### src/rtl/uart_tx_pkg.sv
// uart_tx_pkg: UART register map, transmit FSM encodings and status bit indices.
// Shared with the receive path. Defines the `USR_addr, `UDRR_addr, `UDRT_addr
// and `UTSR_addr macros, which other data-memory files use.
// Optional parity is enabled with the UART_TX_PARITY_EN macro (see uart_tx.sv).
`ifndef UART_DEFS_VH
`define UART_DEFS_VH
`define USR_addr  32'h0000_0400
`define UDRR_addr 32'h0000_0404
`define UDRT_addr 32'h0000_0408
`define UTSR_addr 32'h0000_040C
`endif

package uart_tx_pkg;

    localparam logic [31:0] USR_ADDR  = `USR_addr;
    localparam logic [31:0] UDRR_ADDR = `UDRR_addr;
    localparam logic [31:0] UDRT_ADDR = `UDRT_addr;
    localparam logic [31:0] UTSR_ADDR = `UTSR_addr;

    // Transmit FSM encodings; PARITY is only reachable when parity is built in.
    typedef enum logic [2:0] {
        ST_IDLE   = 3'd0,
        ST_START  = 3'd1,
        ST_DATA   = 3'd2,
        ST_PARITY = 3'd3,
        ST_STOP   = 3'd4
    } tx_state_e;

    // UTSR bit positions.
    localparam int THRE_BIT = 0;
    localparam int TXC_BIT  = 1;

    // Even-parity bit: XOR of the eight data bits.
    function automatic logic even_parity(input logic [7:0] b);
        return ^b;
    endfunction

endpackage

### src/rtl/uart_baud_gen.sv
// uart_baud_gen: bit-period down-counter.
// On load it restarts at CLKS_PER_BIT-1. It then counts down to 0 and holds there.
// bit_done is high while the count is 0, which marks the last cycle of a bit.
module uart_baud_gen #(
    parameter int CLKS_PER_BIT = 868
) (
    input  logic clk,
    input  logic rst_n,
    input  logic load,
    output logic bit_done
);

    localparam int CW = (CLKS_PER_BIT > 1) ? $clog2(CLKS_PER_BIT) : 1;
    localparam logic [CW-1:0] RELOAD = CW'(CLKS_PER_BIT - 1);

    logic [CW-1:0] cnt_q;
    logic [CW-1:0] cnt_d;

    // Next count: reload on request, otherwise count down and stop at zero.
    always_comb begin
        cnt_d = cnt_q;
        if (load) begin
            cnt_d = RELOAD;
        end else if (cnt_q != '0) begin
            cnt_d = cnt_q - 1'b1;
        end
    end

    // Counter register.
    always_ff @(posedge clk or negedge rst_n) begin
        if (!rst_n) begin
            cnt_q <= '0;
        end else begin
            cnt_q <= cnt_d;
        end
    end

    assign bit_done = (cnt_q == '0);

endmodule

### src/rtl/uart_tx.sv
// uart_tx: memory-mapped UART transmitter.
// The CPU stores a byte to `UDRT_addr. The byte waits in a one-entry holding
// register and is then sent LSB first, with 8N1 framing, on tx.
// UTSR[0] is THRE (holding register empty).
// UTSR[1] is TXC (holding register empty and the shifter idle).
// Define UART_TX_PARITY_EN to add an even-parity bit between the data bits
// and the stop bit.
module uart_tx
    import uart_tx_pkg::*;
#(
    parameter int CLKS_PER_BIT = 868,
    parameter int addr_size    = 32,
    parameter int cell_size    = 32
) (
    input  logic                 clk,
    input  logic                 rst_n,
    input  logic [addr_size-1:0] addr_bus,
    input  logic [cell_size-1:0] data_bus_in,
    input  logic                 we,
    output logic                 tx,
    output logic [1:0]           UTSR
);

    tx_state_e  state_q, state_d;
    logic [7:0] hold_q, hold_d;
    logic       hold_full_q, hold_full_d;
    logic [7:0] shift_q, shift_d;
    logic [2:0] idx_q, idx_d;
    logic       tx_q, tx_d;

    logic baud_load;
    logic bit_done;
    logic wr_acc;
    logic xfer;

    // Only the low byte of a store carries data.
    logic unused_data_hi;
    assign unused_data_hi = ^data_bus_in[cell_size-1:8];

    uart_baud_gen #(
        .CLKS_PER_BIT(CLKS_PER_BIT)
    ) u_baud (
        .clk      (clk),
        .rst_n    (rst_n),
        .load     (baud_load),
        .bit_done (bit_done)
    );

    // A store is taken only when it targets the data register and the holding register is empty.
    assign wr_acc = we && (addr_bus == addr_size'(UDRT_ADDR)) && !hold_full_q;

    // Next-state logic: frame sequencing, holding-to-shifter transfer, and the registered tx value.
    always_comb begin
        state_d     = state_q;
        hold_d      = hold_q;
        hold_full_d = hold_full_q;
        shift_d     = shift_q;
        idx_d       = idx_q;
        baud_load   = 1'b0;
        xfer        = 1'b0;
        tx_d        = 1'b1;

        unique case (state_q)
            ST_IDLE: begin
                if (hold_full_q) begin
                    xfer    = 1'b1;
                    state_d = ST_START;
                end
            end
            ST_START: begin
                if (bit_done) begin
                    state_d   = ST_DATA;
                    idx_d     = 3'd0;
                    baud_load = 1'b1;
                end
            end
            ST_DATA: begin
                if (bit_done) begin
                    baud_load = 1'b1;
                    if (idx_q == 3'd7) begin
`ifdef UART_TX_PARITY_EN
                        state_d = ST_PARITY;
`else
                        state_d = ST_STOP;
`endif
                    end else begin
                        idx_d = idx_q + 3'd1;
                    end
                end
            end
`ifdef UART_TX_PARITY_EN
            ST_PARITY: begin
                if (bit_done) begin
                    state_d   = ST_STOP;
                    baud_load = 1'b1;
                end
            end
`endif
            ST_STOP: begin
                if (bit_done) begin
                    if (hold_full_q) begin
                        // Chain the next frame without an idle gap.
                        xfer    = 1'b1;
                        state_d = ST_START;
                    end else begin
                        state_d = ST_IDLE;
                    end
                end
            end
            default: state_d = ST_IDLE;
        endcase

        // A transfer and an accepted write never coincide, because accepting needs an empty holding register.
        if (xfer) begin
            shift_d     = hold_q;
            hold_full_d = 1'b0;
            baud_load   = 1'b1;
        end else if (wr_acc) begin
            hold_d      = data_bus_in[7:0];
            hold_full_d = 1'b1;
        end

        unique case (state_d)
            ST_START: tx_d = 1'b0;
            ST_DATA:  tx_d = shift_d[idx_d];
`ifdef UART_TX_PARITY_EN
            ST_PARITY: tx_d = even_parity(shift_d);
`endif
            default:  tx_d = 1'b1;
        endcase
    end

    // State registers. An asynchronous reset truncates any frame and forces tx high at once.
    always_ff @(posedge clk or negedge rst_n) begin
        if (!rst_n) begin
            state_q     <= ST_IDLE;
            hold_q      <= 8'h00;
            hold_full_q <= 1'b0;
            shift_q     <= 8'h00;
            idx_q       <= 3'd0;
            tx_q        <= 1'b1;
        end else begin
            state_q     <= state_d;
            hold_q      <= hold_d;
            hold_full_q <= hold_full_d;
            shift_q     <= shift_d;
            idx_q       <= idx_d;
            tx_q        <= tx_d;
        end
    end

    assign tx             = tx_q;
    assign UTSR[THRE_BIT] = !hold_full_q;
    assign UTSR[TXC_BIT]  = !hold_full_q && (state_q == ST_IDLE);

endmodule

### config.mk
export PLATFORM = sky130hd
export DESIGN_NAME = uart_tx
export DESIGN_NICKNAME = d
export VERILOG_FILES = /design/src/rtl/uart_tx_pkg.sv /design/src/rtl/uart_baud_gen.sv /design/src/rtl/uart_tx.sv
export SDC_FILE = /design/constraint.sdc
export NUM_CORES = 1
export LEC_CHECK = 0
export BUFFER_PORTS_ARGS = -buffer_cell sky130_fd_sc_hd__buf_2
export CAP_MARGIN = 10
export CORE_ASPECT_RATIO = 0.9
export CORE_MARGIN = 2
export CORE_UTILIZATION = 51
export CTS_CLUSTER_SIZE = 12
export DETAILED_ROUTE_END_ITERATION = 8
export PLACE_DENSITY = 0.84
export SYNTH_ARGS = -nofsm -noshare
export SYNTH_HDL_FRONTEND = slang
export SYNTH_SLANG_ARGS = --single-unit
### constraint.sdc
create_clock -name clk -period 6.83 [get_ports clk]
set_input_delay 0.683 -clock clk [delete_from_list [all_inputs] [get_ports clk]]
set_output_delay 0.683 -clock clk [all_outputs]
set_load 0.005 [all_outputs]
==> flow_summary.toml <==
[pwr]
power_frac_clock = 0.463
total_power_w = 0.000405
netSwitchingPower_w = 0.0000760
powerDensity_mw_per_mm2 = 194
p_sw_frac = 0.188
sequentialPowerShare = 0.497
power_leakage_nw = 1.04
p_comb_frac = 0.040
ir_worst_vdd_mv = 0.122
internal-power_w = 0.000329

[synthesis]
synth_flop_cell = "dfrtp_1"
yosysSeqAreaShare = 0.491
ys_top_cells_by_area = "dfrtp_1 (48%), mux2_2 (6.5%), nand2_1 (3.7%)"
ys_async_sr_fraction = 1.00
synth_edf_count = 0
syn_area_per_cell_sq_um = 10.3
synth_top_cell_by_area = "dfrtp_1"
ys_ff_latch = 34
post-synth-top-count-cell = "dfrtp_1"
syn_nets = 238
synth_cells = 169
synthTopCellsByCount = "dfrtp_1 (33), nand2_1 (17), nor2_1 (14)"
ys.warnings.count = 0
netlist_area_sq_mm = 0.00173
synth_top_area_share = 0.476
yosys.cell_types.count = 42

[global_route]
grt-ovfl-total = 0
grt_pass1_wl_um = 5730
antenna_found_initial = 0
track_usage = 0.197
grt_max_degree = 35
first_global_vias = 1333

[sta]
worst_hold_slack_ns = 0.454
worst_pin_slew_ns = 0.816
fin_skew_ns = 0.00571
hold_viol_final = 0
final.setup.tns_ns = 0
period_minus_slack_ns = 3.56
finalSetupViolCount = 0
drv_slew = 0
rsz0062_at_grt = "false"
max_freq_ghz = 0.281
slew_headroom = 0.442
fin_crit_sh = 0.522

[finish]
syn_to_final_growth_pct = 20.4
diodes = 0
fill_cells = 272
fin_nets = 283
drive_gt1_frac = 0.316

[floorplan]
initial_core_util = 0.525
die_w_um = 65.5
ios = 70
die_area_sq_mm = 0.00388
rows = 20
die_h_um = 59.3
coreArea_sq_mm = 0.00330

[critical_path]
critical_path_arrival_ns = 3.76
cp-start-kind = "flop"
critPathKind = "reg -> reg"
critPathRequiredTime_ns = 7.03
end_kind = "flop"
cp_max_fo = 10

[drt]
wirelength_um = 3570
wire_per_inst_um = 13.8
dr_total_vias = 1437
drtIter0Drc = 66
drt-pass1-iter-count = 4
drtAntennaViolNets = 0
viasPerCell = 5.55
route.detailed.drc = 0

[cts]
hold_buffers = 0
cts_tree = "done"
htreeDepth = 2
ctsResizeCount = 0
cts_buffers = 5
clkSlewWorstSetupHoldPaths_ns = 0.07
post_cts_buffers = 0
clk_latency_ns = 0.28
root_buffer = "clkbuf_8"
max-clock-path-buffers = 2
cts_sinks = 34

[status]
status = "finished, final reports clean"

[place]
routabilityCongestion = 0.791
hpwlAfterDp_um = 2700
io_buffers = 45

[hold_path]
hp-class = "in -> async"

[job]
max-cap-violations = 0
power by group through the flow:
stage                     Combinational, W  Clock [W]  Sequential (W)
final                            0.0000163   0.000188        0.000201
after global routing             0.0000184   0.000202        0.000201
after CTS                        0.0000168   0.000190        0.000201
after detailed placement         0.0000167          0        0.000205
after global placement           0.0000161          0        0.000205
after floorplan                 0.00000117          0        0.000205
per-layer routing:
metal	GRT usage	up-vias	part of all wire
met5	0	-	0
met4	0.0625	0	0.0084
met3	0.0608	4	0.092
met2	0.344	69	0.46
met1	0.234	662	0.43
li1	-	702	-
path summary, 6_finish.rpt:
kind | slack (ns) | cells after the start | endpoint | from
min in group clk | 0.48 | 2 | shift_q[6] | shift_q[6]
worst max register to register | 3.27 | 9 | tx | u_baud.cnt_q[0]
worst max-delay path | 3.27 | 9 | tx | u_baud.cnt_q[0]
worst min register to register | 0.48 | 2 | shift_q[6] | shift_q[6]
worst min-delay path | 0.45 | 1 | hold_q[4] | rst_n
max in group asynchronous | 5.91 | 1 | u_baud.cnt_q[4] | rst_n
worst max-delay path, stage by stage, from the launching register on:
cell and delay, ns:
dfrtp_1 0.40, inv_1 0.10, ha_1 0.18, or4b_1 0.58, or3_1 0.54, or3_1 0.41
a211oi_2 0.34, nor2_1 0.07, or4b_2 0.66, a31oi_1 0.19
cell type report:
class,instances,area (sq um),area share
Sequential cell,34,852,0.408
Multi-Input combinational cell,118,802,0.384
Inverter,10,37.5,0.0180
Timing Repair Buffer,45,225,0.108
Clock inverter,1,30.0,0.0144
Clock buffer,7,86.3,0.0413
Tap cell,44,55.1,0.0264
logic make-up (layout without fill, tap and decap cells):
family          after synthesis  after routing  synth area share
compound gates               26             26             0.104
xor+xnor                      7              7            0.0354
fa+ha+maj                     2              2            0.0144
buf+inv                      17             63            0.0462
flops                        34             34             0.491
mux                          15             15             0.101
simple gates                 68             68             0.208
cells in the final DEF, fill, tap and decap left out, types with 2 or more instances in the layout:
| cell | n |
|---|---|
| nor2_1 | 14 |
| o21a_1 | 2 |
| nor3_1 | 6 |
| o21ai_0 | 2 |
| mux2_2 | 10 |
| xnor2_1 | 4 |
| ha_1 | 2 |
| or4b_2 | 2 |
| xor2_1 | 3 |
| a21o_1 | 2 |
| buf_2 | 45 |
| or3_1 | 4 |
| nand2_1 | 17 |
| inv_1 | 9 |
| nor4b_1 | 3 |
| or4_1 | 3 |
| a21oi_1 | 6 |
| mux2i_1 | 4 |
| clkbuf_8 | 6 |
| dfrtp_1 | 33 |
| nand3_1 | 4 |
| o31ai_1 | 2 |
| a31oi_1 | 3 |
| o211ai_1 | 2 |
| nor4_1 | 9 |
metrics by stage:
step	setup slack, ns	instances	cell area (sq um)	util
finish	3.27	259	2090	0.632
global route	3.08	259	2090	0.632
floorplan	3.62	169	1730	-
global placement	3.37	251	1970	0.597
CTS	3.29	259	2090	0.632
detailed placement	3.34	251	1970	0.597
flip-flops by register name, indices dropped and copies added (netlist names):
register	count
u_baud.cnt_q	10
idx_q	3
state_q	3
hold_q	8
shift_q	8
tx	1
hold_full_q	1
Note: power is estimated with default switching activity, not from simulation.
